File: config.mk
export PLATFORM = sky130hd
export DESIGN_NAME = bin2bcd_seq
export DESIGN_NICKNAME = d
export VERILOG_FILES = /design/src/rtl/bin2bcd_seq.sv
export SDC_FILE = /design/constraint.sdc
export NUM_CORES = 1
export LEC_CHECK = 0
export ABC_CLOCK_PERIOD_IN_PS = 1700
export CELL_PAD_IN_SITES_DETAIL_PLACEMENT = 0
export CELL_PAD_IN_SITES_GLOBAL_PLACEMENT = 1
export CORE_UTILIZATION = 25
export CTS_CLUSTER_DIAMETER = 150
export DETAILED_ROUTE_END_ITERATION = 10
export MAX_ROUTING_LAYER = met4
export PLACE_DENSITY = 0.58
export SLEW_MARGIN = 20
export SYNTH_ARGS = -nofsm -noshare
export SYNTH_HDL_FRONTEND = slang
export SYNTH_SLANG_ARGS = --single-unit
export TNS_END_PERCENT = 50
File: constraint.sdc
create_clock -name clk -period 1.7 [get_ports clk]
set_clock_uncertainty 0.2 [all_clocks]
set_input_delay 0.51 -clock clk [delete_from_list [all_inputs] [get_ports clk]]
set_output_delay 0.51 -clock clk [all_outputs]
set_load 0.01 [all_outputs]
File: src/rtl/bin2bcd_seq.sv
// rtl/bin2bcd_seq.sv - sequential double-dabble binary-to-BCD converter, one bit per clock
module bin2bcd_seq #(
  parameter int W      = 16,
  parameter int D      = 5,
  parameter int SIGNED = 0
) (
  input  logic           clk,
  input  logic           rst_n,
  input  logic           start,
  input  logic [W-1:0]   bin,
  output logic           busy,
  output logic           done,
  output logic [4*D-1:0] bcd,
  output logic           neg,
  output logic           ovf
);

  localparam int CW = $clog2(W + 1);

  typedef enum logic {IDLE, SHIFT} state_t;

  state_t         state;
  logic [4*D-1:0] acc;
  logic [W-1:0]   mag;
  logic [CW-1:0]  cnt;
  logic           neg_r;
  logic           ovf_r;

  logic [4*D-1:0] adj;
  logic [4*D-1:0] acc_next;
  logic           out_bit;

  // Add-3 correction is per digit with no carry: a digit >=5 becomes 8..12, which the shift turns into a tens carry.
  always_comb begin
    adj = acc;
    for (int k = 0; k < D; k++) begin
      if (acc[4*k +: 4] >= 4'd5)
        adj[4*k +: 4] = acc[4*k +: 4] + 4'd3;
    end
    acc_next = {adj[4*D-2:0], mag[W-1]};
    out_bit  = adj[4*D-1];
  end

  always_ff @(posedge clk or negedge rst_n) begin
    if (!rst_n) begin
      state <= IDLE;
      acc   <= '0;
      mag   <= '0;
      cnt   <= '0;
      neg_r <= 1'b0;
      ovf_r <= 1'b0;
      busy  <= 1'b0;
      done  <= 1'b0;
      bcd   <= '0;
      neg   <= 1'b0;
      ovf   <= 1'b0;
    end else begin
      done <= 1'b0;
      case (state)
        IDLE: begin
          if (start) begin
            // Negation in W bits leaves -2^(W-1) as the unsigned magnitude 2^(W-1).
            if (SIGNED != 0 && bin[W-1])
              mag <= ~bin + 1'b1;
            else
              mag <= bin;
            neg_r <= (SIGNED != 0) && bin[W-1];
            acc   <= '0;
            ovf_r <= 1'b0;
            cnt   <= CW'(W);
            busy  <= 1'b1;
            state <= SHIFT;
          end
        end
        SHIFT: begin
          acc   <= acc_next;
          mag   <= {mag[W-2:0], 1'b0};
          ovf_r <= ovf_r | out_bit;
          cnt   <= cnt - 1'b1;
          if (cnt == CW'(1)) begin
            bcd   <= acc_next;
            neg   <= neg_r;
            ovf   <= ovf_r | out_bit;
            done  <= 1'b1;
            busy  <= 1'b0;
            state <= IDLE;
          end
        end
        default: state <= IDLE;
      endcase
    end
  end

endmodule

## After elaboration in Yosys (flattened, before gate mapping)

Cells that the tools add are included.

| word-level totals | value |
|---|---|
| memory bits (read-only) | 0 |
| RAM bits | 0 |
| logic and storage cells | 48 |
| register bits after elaboration | 66 |
| latch bits | 0 |
| memories kept | 0 |
| output and inout port bits | 24 |
| input port bits | 19 |

| cells by class | value |
|---|---|
| shift operators | 0 |
| bitwise operators | 2 |
| divide/modulo/power cells | 0 |
| multiplexer cells | 21 |
| $lt $le $gt $ge | 5 |
| add/sub/neg operators | 6 |
| multipliers | 0 |
| reductions and logical operators | 2 |
| equality and inequality tests | 3 |

Operator list:

| kind | count |
|---|---|
| 20-bit case mux with 2 select lines | 1 |
| 16-bit case mux with 2 select lines | 1 |
| 4-bit by 2-bit adder with 4-bit output (second input constant) | 5 |
| 4-bit by 3-bit greater-or-equal comparator with 1-bit output (second input constant) | 5 |
| 20-bit two-way mux | 1 |
| 4-bit two-way mux | 5 |
| 16-bit two-way mux | 1 |
| 5-bit case mux with 2 select lines | 1 |
| 1-bit two-way mux | 7 |
| 1-bit case mux with 2 select lines | 3 |
| 5-bit by 1-bit == test with 1-bit output (second input constant) | 1 |
| 5-bit two-way mux | 1 |
| 5-bit by 1-bit subtractor with 5-bit output (second input constant) | 1 |
| 2-bit AND reduction | 2 |
| 2-bit by 1-bit inequality test with 1-bit output (second input constant) | 1 |
| 2-bit inequality test (second input constant) | 1 |
| 1-bit NOT | 1 |
| 1-bit OR | 1 |

## Depth between registers and ports, before layout

| logic depth | value |
|---|---|
| depth in word-level cells | 4 |
| mapped depth | 6 |
| gate-level depth less buffers | 6 |

## Worst setup path before layout

Ideal clock, no wire load.

| timing path | value |
|---|---|
| kind | flip-flop to flip-flop |
| from | register acc[16] |
| to | register bcd[18] |
| path buffers | 0 |
| arrival time | 1.286 ns |
| library setup time | 0.125 ns |
| period minus slack after synthesis | 1.610 ns |
| required time | 1.375 ns |
| path slack | 0.090 ns |
| cell stages (with the launch flop) | 7 |
| path through | dfrtp_1 inv_1 ha_1 nand2b_1 a21oi_2 mux2i_1 mux2_2 |

| on the way | value |
|---|---|
| longest elaborated chain between the ends | 2 |
| elaborated cells on any way between the ends | 3 |
| classes of those cells | 1 x add/sub; 1 x order compare; 1 x mux |

Ends and longest elaborated chain:

| item | RTL line | source |
|---|---|---|
| start, declared | 23 | `logic [4*D-1:0] acc;` |
| start signal, assigned | 76 | `acc <= acc_next;` |
| 4-bit by 2-bit adder with 4-bit output / 4-bit by 3-bit greater-or-equal comparator with 1-bit output (equally long branches) | 38, 37 |  |
| 4-bit two-way mux (*) | 37 | `if (acc[4*k +: 4] >= 4'd5)` |
| end signal, assigned | 81 | `bcd <= acc_next;` |
| end, declared | 13 | `output logic [4*D-1:0] bcd,` |

Mark *: on every way between the ends. The rest lies on a longest branch, timed or not.
A chain may end at the register's enable or synchronous reset.

## Worst setup path after layout

| timing path | value |
|---|---|
| from | register done |
| to | output port done |

RTL lines:

| item | RTL line | source |
|---|---|---|
| start, declared | 12 | `output logic done,` |
| start signal, assigned | 53 | `done <= 1'b0;` |
| start signal, assigned | 58 | `done <= 1'b0;` |
| start signal, assigned | 84 | `done <= 1'b1;` |

No word-level cell between the ends.

==> out/results.ini <==
[power]
p_leak_nw = 2.04
power.share.combinational_pct = 46.3
ir_drop_uv = 458
switchingPower_mw = 2.91
clock_power_share_pct = 20.3
power_density_nw_per_um2 = 1880
netSwitchingFraction_pct = 34.7
p_int_mw = 5.48
p_seq_share_pct = 33.3

[global_route]
grt_overflow = 0
grt_usage_pct = 11.0
grt_pass1_wl_um = 10900
grt_max_degree = 67
grt_pass1_vias = 2199
antenna_found_initial = 0

[worst_setup_path]
rr_endpoint = bcd[11]
cp_top_family = flip-flops
rrSetupSlack_ns = 0.04
max_stage_delay_ns = 0.35
crit_required_ns = 0.99
slowest_stage = dfrtp_1
worstReg2RegStart = acc[8]
crit_type = reg -> out
path_cells = dlygate4sd2_1
start_kind = flip-flop
cp.arrival_ns = 0.95
critical_path_buf_inv_count = 1
critPathMaxFanout = 1
critPathCaptureType = primary output
reg2reg_depth = 7

[sta]
finalHoldWorstSlack_ns = -0.0224
setup-violations-final = 0
slew_violations = 0
rsz0062_at_grt = yes
period_share_pct = 97.5
period_minus_slack_ns = 1.66
hold_viol = 7
tns_ns = 0
fmax_ghz = 0.603

[flow_run]
maxCapViolCount = 0

[synth]
synth_top_area_share_pct = 50.6
synth_area_leaders = dfrtp_1 (51%), mux2i_1 (8.3%), ha_1 (4.6%)
synth_area_per_cell_um2 = 10.9
synth_area_um2 = 3260
synth_common_cells = dfrtp_1 (66), nand2_1 (36), o21ai_0 (30)
synth-edff-count = 0
synth_area_leader_cell = dfrtp_1
yosysUniqueCellTypes = 32
synth_seq_area_share_pct = 50.6
synth.most_common_cell = dfrtp_1
synthArstFlopShare_pct = 100
syn_inst = 300
synth-main-ff-cell = dfrtp_1
syn_nets = 331
ys_ff_latch = 66
yosysWarnings = 0

[floorplan]
placementRows = 41
die_h_um = 116
dieArea_um2 = 13500
coreArea_um2 = 12700
fp.dieW_um = 116
io_pins = 43
start_util_pct = 25.8

[routing]
ant_nets = 0
drtPass1Iterations = 3
wl_per_cell_um = 12.3
drc = 0
vias = 2281
via_per_inst = 4.22
drt_iter0_markers = 51
routed_wl_um = 6650

[clock_network]
clockRootBuffer = clkbuf_16
clock_sink_count = 66
worstSkewPairLatency_ns = 0.33
ctsHoldBuffers = 0
cts.reportedPaths.clkPinSlew_ns = 0.05
clock_path_buffers = 2
cts_tree = yes
h-tree-depth = 3
cts_inserted_buffers = 9

[placed_design]
place_congestion = 0.684
portBuffers = 41
hpwlAfterDp_um = 4480
dp_cells = 522

[final_layout]
multi_input_area_um2 = 1600
insertedDiodeCount = 0
seq_area_um2 = 1650
instances_no_fill = 540
nets = 394
post_route_cells_drive_above_1_share_pct = 25.3
fillers = 1295
area_growth_pct = 36.6

[status]
violations = hold timing
outcome = finished, violations left

[hold_path]
min_path_type = in -> async

[metal layers]
layer | GRT usage [%] | share of wire [%] | up-vias
met5 | - | 0 | -
met4 | 4.87 | 1.3 | 0
met3 | 3.32 | 4.6 | 7
met2 | 16.1 | 45 | 39
met1 | 13.9 | 49 | 1076
li1 | - | - | 1159
[stage by stage]
stage | power [mW] | utilization [%] | setup slack (ns) | instance area [um2] | hold WS, ns
6_report | 8.39 | 35.2 | 0.0419 | 4460 | -0.0224
5_1_grt | 9.09 | 35.2 | -0.0536 | 4460 | 0.000965
4_1_cts | 8.00 | 34.0 | -0.0549 | 4310 | 0.00747
3_5_place_dp | 6.34 | 31.8 | -0.311 | 4030 | 0.271
3_3_place_gp | 6.28 | 31.8 | -0.283 | 4030 | 0.264
2_1_floorplan | 5.01 | - | 0.0895 | 3260 | 0.0144
[timing repair]
item                                    4_1_cts  5_1_grt
endpoints found under the setup margin       27       34
buffers inserted                              0        2
hold endpoints to repair                      0        0
pin swaps                                     2       10
cloned                                        0        0
gates resized for setup                      45       39
[area by class of cell]
cell class	count	area share, %
well taps	172	4.82
multi-input cells	203	36.0
repair buffers	69	14.6
clock inverters	2	0.281
inverters	14	1.32
flip-flops and latches	66	37.1
clock buffers	14	5.92
[power by group through the flow]
stage               sequential (mW)  clock (mW)  combinational [mW]
finish                         2.80        1.70                3.89
global route                   2.90        1.85                4.34
CTS                            2.76        1.78                3.46
detailed placement             2.78           0                3.56
global placement               2.76           0                3.51
floorplan                      2.78           0                2.23
[state kept, by name, summed over array words and instances, names as in the netlist]
| signal | flops |
|---|---|
| cnt | 5 |
| ovf_r | 1 |
| acc | 20 |
| state | 1 |
| ovf | 1 |
| busy | 1 |
| mag | 16 |
| done | 1 |
| bcd | 20 |
[cell usage in the layout (no fill, tap or decap), drive strengths merged]
cell type / count
nand2b: 7
dlygate4sd2: 1
buf: 29
a211oi: 1
a21oi: 16
nor3b: 15
a21o: 13
nor3: 7
inv: 13
clkbuf: 17
and2: 2
clkdlybuf4s50: 16
o31ai: 2
clkinvlp: 2
mux2i: 27
dfrtp: 66
clkinv: 1
nand4b: 1
ha: 12
xor2: 3
nand3: 1
clkdlybuf4s15: 19
mux2: 12
nand2: 36
conb: 1
nor2: 7
dlymetal6s2s: 1
o21ai: 33
a22o: 2
xnor2: 5
[logic make-up (layout without fill, tap and decap cells)]
kind of cell	after synthesis	count (layout)	share of synthesized area [%]
flip-flops	66	66	50.6
AND/OR/NAND/NOR	76	76	12.1
XOR/XNOR	8	8	2.15
AO/OA/AOI/OAI	67	67	12.3
multiplexers	39	39	13.3
buffers and inverters	31	99	4.71
other	1	1	0.115
adder cells (fa/ha/maj)	12	12	4.60
[worst max path at each step]
| stage | endpoint | slack (ns) | from | cells past startpoint |
|---|---|---|---|---|
| after floorplan | bcd[18] | 0.09 | acc[16] | 6 |
| after global placement | mag[5] | -0.28 | start | 4 |
| after detailed placement | acc[8] | -0.31 | start | 5 |
| after CTS | bcd[14] | -0.05 | acc[13] | 6 |
| after global routing | bcd[10] | -0.05 | acc[9] | 6 |
| final | done | 0.04 | done | 1 |
(Power assumes the default switching activity.)
